<file path="config.mk">
export PLATFORM = sky130hd
export DESIGN_NAME = part_xfer_sched
export DESIGN_NICKNAME = d
export VERILOG_FILES = /design/src/rtl/part_xfer_sched.sv
export SDC_FILE = /design/constraint.sdc
export NUM_CORES = 1
export LEC_CHECK = 0
export CORE_ASPECT_RATIO = 0.8
export CORE_UTILIZATION = 45
export CTS_BUF_LIST = sky130_fd_sc_hd__clkbuf_8
export DETAILED_ROUTE_END_ITERATION = 10
export PLACE_DENSITY = 0.84
export SKIP_CTS_REPAIR_TIMING = 1
export SLEW_MARGIN = 20
export SYNTH_ARGS = -nofsm -noshare
export SYNTH_HDL_FRONTEND = slang
export SYNTH_SLANG_ARGS = --single-unit
</file>
<file path="constraint.sdc">
create_clock -name clk_i -period 3.1 [get_ports clk_i]
set_input_delay 0.31 -clock clk_i [delete_from_list [all_inputs] [get_ports clk_i]]
set_output_delay 0.31 -clock clk_i [all_outputs]
set_load 0.05 [all_outputs]
</file>
<file path="src/rtl/part_xfer_sched.sv">
// Round-robin scheduler that funnels per-requester put/get transfers onto one
// shared channel and freezes each requester's mission clock while its transfer
// is outstanding. Optional channel watchdog: define PART_XFER_SCHED_WDOG_EN.
module part_xfer_sched #(
  parameter int unsigned N_REQ   = 4,
  parameter int unsigned DATA_W  = 9,
  parameter int unsigned TIMEOUT = 1023
) (
  input  logic                        clk_i,
  input  logic                        rst_ni,
  input  logic [N_REQ-1:0]            req_i,
  input  logic [N_REQ-1:0]            dir_i,
  input  logic [N_REQ*DATA_W-1:0]     tx_data_i,
  output logic [N_REQ-1:0]            ack_o,
  output logic [N_REQ-1:0]            freeze_clk_o,
  output logic [N_REQ*DATA_W-1:0]     rcv_data_o,
  output logic [N_REQ-1:0]            rcv_valid_o,
  output logic                        chan_req_o,
  output logic                        chan_dir_o,
  output logic [$clog2(N_REQ)-1:0]    chan_id_o,
  output logic [DATA_W-1:0]           chan_wdata_o,
  input  logic                        chan_ack_i,
  input  logic                        chan_err_i,
  input  logic [DATA_W-1:0]           chan_rdata_i,
  output logic                        busy_o,
  output logic                        err_o,
  output logic                        ovf_o
);

  localparam int unsigned ID_W = $clog2(N_REQ);

  localparam logic [1:0] S_IDLE  = 2'd0;
  localparam logic [1:0] S_ISSUE = 2'd1;
  localparam logic [1:0] S_DONE  = 2'd2;
  localparam logic [1:0] S_ERR   = 2'd3;

  generate
    if (N_REQ < 2 || N_REQ > 8 || TIMEOUT < 1) begin : g_param_check
      $error("part_xfer_sched: unsupported parameter set");
    end
  endgenerate

  logic [1:0]        state, state_nxt;
  logic [N_REQ-1:0]  pending;
  logic [N_REQ-1:0]  dir_buf;
  logic [DATA_W-1:0] data_buf [N_REQ];
  logic [ID_W-1:0]   rr_ptr;
  logic [ID_W-1:0]   gnt;
  logic [ID_W-1:0]   cand;
  logic [ID_W-1:0]   pick;
  logic              pick_vld;
  logic [N_REQ-1:0]  gnt_oh;
  logic [N_REQ-1:0]  clr_vec;
  logic [N_REQ-1:0]  cap_vec;
  logic              issue_ok;
  logic              wdog_expired;

  assign freeze_clk_o = pending;

  // First pending requester at or after the round-robin pointer, wrapping.
  always_comb begin
    pick_vld = 1'b0;
    pick     = '0;
    cand     = '0;
    for (int k = 0; k < N_REQ; k++) begin
      cand = ID_W'((32'(rr_ptr) + 32'(k)) % N_REQ);
      if (!pick_vld && pending[cand]) begin
        pick_vld = 1'b1;
        pick     = cand;
      end
    end
  end

  always_comb begin
    gnt_oh      = '0;
    gnt_oh[gnt] = 1'b1;
  end

  // A completing requester may re-arm in its own DONE cycle.
  assign clr_vec  = (state == S_DONE) ? gnt_oh : '0;
  assign cap_vec  = req_i & (~pending | clr_vec);
  assign issue_ok = (state == S_ISSUE) && chan_ack_i && !chan_err_i;

`ifdef PART_XFER_SCHED_WDOG_EN
  localparam int unsigned WDOG_W = $clog2(TIMEOUT + 1);

  logic [WDOG_W-1:0] wdog_cnt;

  // Saturating count of ISSUE cycles spent waiting for the channel.
  always_ff @(posedge clk_i or negedge rst_ni) begin
    if (!rst_ni) begin
      wdog_cnt <= '0;
    end else if (state != S_ISSUE) begin
      wdog_cnt <= '0;
    end else if (!chan_ack_i && (wdog_cnt != WDOG_W'(TIMEOUT))) begin
      wdog_cnt <= wdog_cnt + 1'b1;
    end
  end

  assign wdog_expired = (wdog_cnt == WDOG_W'(TIMEOUT));
`else
  assign wdog_expired = 1'b0;
`endif

  always_ff @(posedge clk_i or negedge rst_ni) begin
    if (!rst_ni) begin
      state <= S_IDLE;
    end else begin
      state <= state_nxt;
    end
  end

  // ERR is terminal; a completing ack outranks the watchdog.
  always_comb begin
    state_nxt = state;
    case (state)
      S_IDLE: begin
        if (pick_vld) state_nxt = S_ISSUE;
      end
      S_ISSUE: begin
        if (chan_ack_i) begin
          state_nxt = chan_err_i ? S_ERR : S_DONE;
        end else if (wdog_expired) begin
          state_nxt = S_ERR;
        end
      end
      S_DONE: begin
        state_nxt = S_IDLE;
      end
      default: begin
        state_nxt = S_ERR;
      end
    endcase
  end

  // Status and channel outputs, registered from the next state.
  always_ff @(posedge clk_i or negedge rst_ni) begin
    if (!rst_ni) begin
      chan_req_o   <= 1'b0;
      busy_o       <= 1'b0;
      err_o        <= 1'b0;
      ack_o        <= '0;
      rcv_valid_o  <= '0;
      gnt          <= '0;
      chan_id_o    <= '0;
      chan_dir_o   <= 1'b0;
      chan_wdata_o <= '0;
      rr_ptr       <= '0;
    end else begin
      chan_req_o  <= (state_nxt == S_ISSUE);
      busy_o      <= (state_nxt != S_IDLE);
      err_o       <= (state_nxt == S_ERR);
      ack_o       <= issue_ok ? gnt_oh : '0;
      rcv_valid_o <= (issue_ok && !dir_buf[gnt]) ? gnt_oh : '0;
      if ((state == S_IDLE) && pick_vld) begin
        gnt          <= pick;
        chan_id_o    <= pick;
        chan_dir_o   <= dir_buf[pick];
        chan_wdata_o <= data_buf[pick];
      end
      if (state == S_DONE) begin
        rr_ptr <= (gnt == ID_W'(N_REQ - 1)) ? '0 : gnt + 1'b1;
      end
    end
  end

  // Request capture into per-requester buffers; capture continues in ERR.
  always_ff @(posedge clk_i or negedge rst_ni) begin
    if (!rst_ni) begin
      pending <= '0;
      dir_buf <= '0;
      ovf_o   <= 1'b0;
      for (int i = 0; i < N_REQ; i++) begin
        data_buf[i] <= '0;
      end
    end else begin
      pending <= (pending & ~clr_vec) | cap_vec;
      ovf_o   <= ovf_o | (|(req_i & pending & ~clr_vec));
      for (int i = 0; i < N_REQ; i++) begin
        if (cap_vec[i]) begin
          dir_buf[i]  <= dir_i[i];
          data_buf[i] <= tx_data_i[i*DATA_W +: DATA_W];
        end
      end
    end
  end

  // Get results land in the granted requester's slice on the completing ack.
  always_ff @(posedge clk_i or negedge rst_ni) begin
    if (!rst_ni) begin
      rcv_data_o <= '0;
    end else begin
      for (int i = 0; i < N_REQ; i++) begin
        if (issue_ok && gnt_oh[i] && !dir_buf[i]) begin
          rcv_data_o[i*DATA_W +: DATA_W] <= chan_rdata_i;
        end
      end
    end
  end

endmodule

</file>
==> impl_results.md <==
- RSZ-0062 raised after global routing: false
- Via/cell ratio: slightly above 5
- DP HPWL: 7470 um
- Xor/xnor share of the synthesized area: 0
- Most frequent cells after synthesis: dfrtp_1 (108), mux2_2 (78), nand2_1 (20)
- Pin count of the biggest net entering global routing: 79
- Tmin final: 2040 ps
- Highest Signal Layer: met4
- Final GP Congestion: around 0.84
- Final hold slack: about 75 ps
- Crit path largest cell delay: ~870 ps
- Number of cells in the finished layout apart from fillers: 577
- Ys Warns: 0
- Final wirelength: 9940 um
- Cell count after synthesis: 314
- Tot GR Track Use: 0.206
- Post-Synth Adder-Cell Area: 0.0112
- Drt first-iter violations: 91
- Clock Latency Late Sink: 370 ps
- Final hold vios: 0
- Fin nets: 497
- Residual DRC: 0
- CP Capture Type: output port
- Via Count: between 2k and 3k
- Power Dens Cells: 1090 nW/um2
- Leading area contributor after synthesis: dfrtp_1
- Post-Synth Simple-Gate Area: 0.0745
- Syn nets: approximately 380
- Die Wd: 113 um
- Period utilization: 0.657
- Lkg Pwr: around 2.6 nW
- Multi-input combinational cell area: ~1700 um2
- CP Launch Type: flop
- Die ar.: 10,300 um2
- Commonest register cell after synthesis: dfrtp_1
- First-pass DRT Iterations: 4
- CP top delay family: buffers and inverters
- Antenna violations before repair: 0
- Register area: 2700 um2
- Synth top area share: 0.605
- Worst Skew: roughly 6.5 ps
- Number of global-route vias before repair: 3,132
- Worst slack, placed: 746 ps
- First-pass GRT wire length: 16,100 um
- Met2 WL: 4910 um
- Synth cell types: 34
- DP Cell Count: 561
- CTS tree: done
- Max Cap Viol: 0
- IO Port Bufs: 120
- GR Overflow Total: 0
- Initial Utilization: 0.463
- Worst IR Drop VDD: roughly 0.63 mV
- Share of post-route cells with drive strength above 1: 0.234
- CTS root buffer: clkbuf_8
- CORE AREA: 9650 um2
- EDFF count, synth: 0
- Min-delay worst type: in -> async
- Slowest stage cell, crit path: clkdlybuf4s50_1
- Post-synthesis mux area share: 0.247
- Wl on met1: 4190 um
- Async set-or-reset flop fraction in the synthesized netlist: 1.00
- Finish-stage setup viols: 0
- Seq/Total Area, Yosys: 0.605
- Post-route ant nets: 0
- Number of synthesized register bits: approximately 110
- Mapped cell area: 4470 um2
- H-tree depth: 3
- Worst Path Required: around 2800 ps
- Fmax: ~490 MHz
- CP Data Arrival Time: 1730 ps
- Worst setup margin: 1060 ps
- Clk sinks: 108
- Synth area leaders: dfrtp_1 (60%), mux2_2 (20%), mux2i_1 (4.3%)
- Final setup TNS: 0 ps
- DIE HEIGHT: 91.1 um
- Count leader, synth: dfrtp_1
- Layout fillers: 740
- Slew Limit Fails: 0
- Worst Path Buf+Inv: 1
- Clock buffer depth: 2
- Largest family of logic cells by synthesized area: multiplexers
- Number of CTS-inserted buffers: 9
- Crit-path max FO: 9
- Routed wl met3: 665 um
- ANT cells: 0
- Row count: 32
- Area grow syn2layout: 33.8%
- Status: complete, no violations
- Clock Pin Slew Worst Setup and Hold Paths: 110 ps
- Cell Chain, Critical Path: clkdlybuf4s50_1
- Avg Inst Size Synth: about 14 um2
- Max-slew headroom: 0.355
- Setup CP Type: reg -> out
- DR WL/cell: 17.2 um
- Synth Area in Compound Gates: 0.0465
- Ports: ~120
- Slew at the pin closest to its max-slew limit: 967 ps
==> routing by layer <==
metal / vias to the layer above / global-route usage
li1: 1352 / -
met1: 1481 / 0.257
met2: 98 / 0.341
met3: 19 / 0.0628
met4: 0 / 0.0669
met5: - / 0
==> layout by cell type, fill, tap and decap left out, types with 3 or more instances in the layout <==
cell type	synthesis	layout
and2_1	13	13
o221ai_1	9	9
inv_1	4	4
dfrtp_1	108	108
ha_1	4	4
mux2i_1	19	19
buf_4	1	3
nor2_1	6	6
nand3_1	4	4
clkbuf_8	0	9
mux2_2	78	78
a21oi_1	4	4
nand2b_1	10	10
o21ai_0	4	4
nand2_1	20	20
clkdlybuf4s50_1	0	119
==> cell families (layout without fill, tap and decap cells) <==
logic type | count (synthesis) | in the layout
AO/OA/AOI/OAI | 25 | 25
adder cells (fa/ha/maj) | 4 | 4
buffers and inverters | 15 | 142
flip-flops | 108 | 108
multiplexers | 99 | 99
AND/OR/NAND/NOR | 63 | 63
==> layout make-up <==
type / instances / area share
multi-input combinational: 191 / 0.284
inverter: 4 / 0.00251
tap: 136 / 0.0285
timing repair buffer: 122 / 0.203
clock buffer: 9 / 0.0207
sequential: 108 / 0.452
clock inverter: 7 / 0.00983
==> where the power goes <==
group	total, mW	internal (mW)	switching, mW
Sequential	2.42	2.01	0.409
Combinational	3.31	1.38	1.93
Clock	0.795	0.305	0.490
Total	6.53	3.70	2.83
==> flip-flops by register name (all words and copies together), names as in the netlist, 2 cells and up <==
name          cells
rcv_valid_o       4
data_buf         36
ack_o             4
dir_buf           4
rr_ptr            2
chan_wdata_o      9
rcv_data_o       36
gnt               2
state             2
freeze_clk_o      4
==> through the flow <==
stage | utilization | power, mW | area (um2)
2_1_floorplan | - | 4.68 | 4470
3_3_place_gp | 0.601 | 5.68 | 5800
3_5_place_dp | 0.601 | 5.79 | 5800
4_1_cts | 0.620 | 6.59 | 5980
5_1_grt | 0.620 | 6.87 | 5980
6_report | 0.620 | 6.53 | 5980
==> final timing paths <==
path / slack [ps] / depth (start not counted) / from / to
min in group clk_i: 500 / 2 / chan_wdata_o[1] / chan_wdata_o[1]
min: 80 / 1 / rst_ni / rcv_data_o[31]
max reg2reg: 1060 / 5 / state[1] / data_buf[16]
min reg2reg: 500 / 2 / chan_wdata_o[1] / chan_wdata_o[1]
max: 1060 / 1 / freeze_clk_o[3] / freeze_clk_o[3]
max in group asynchronous: 2190 / 2 / rst_ni / data_buf[0]
Power figures use the tool's default switching activity.
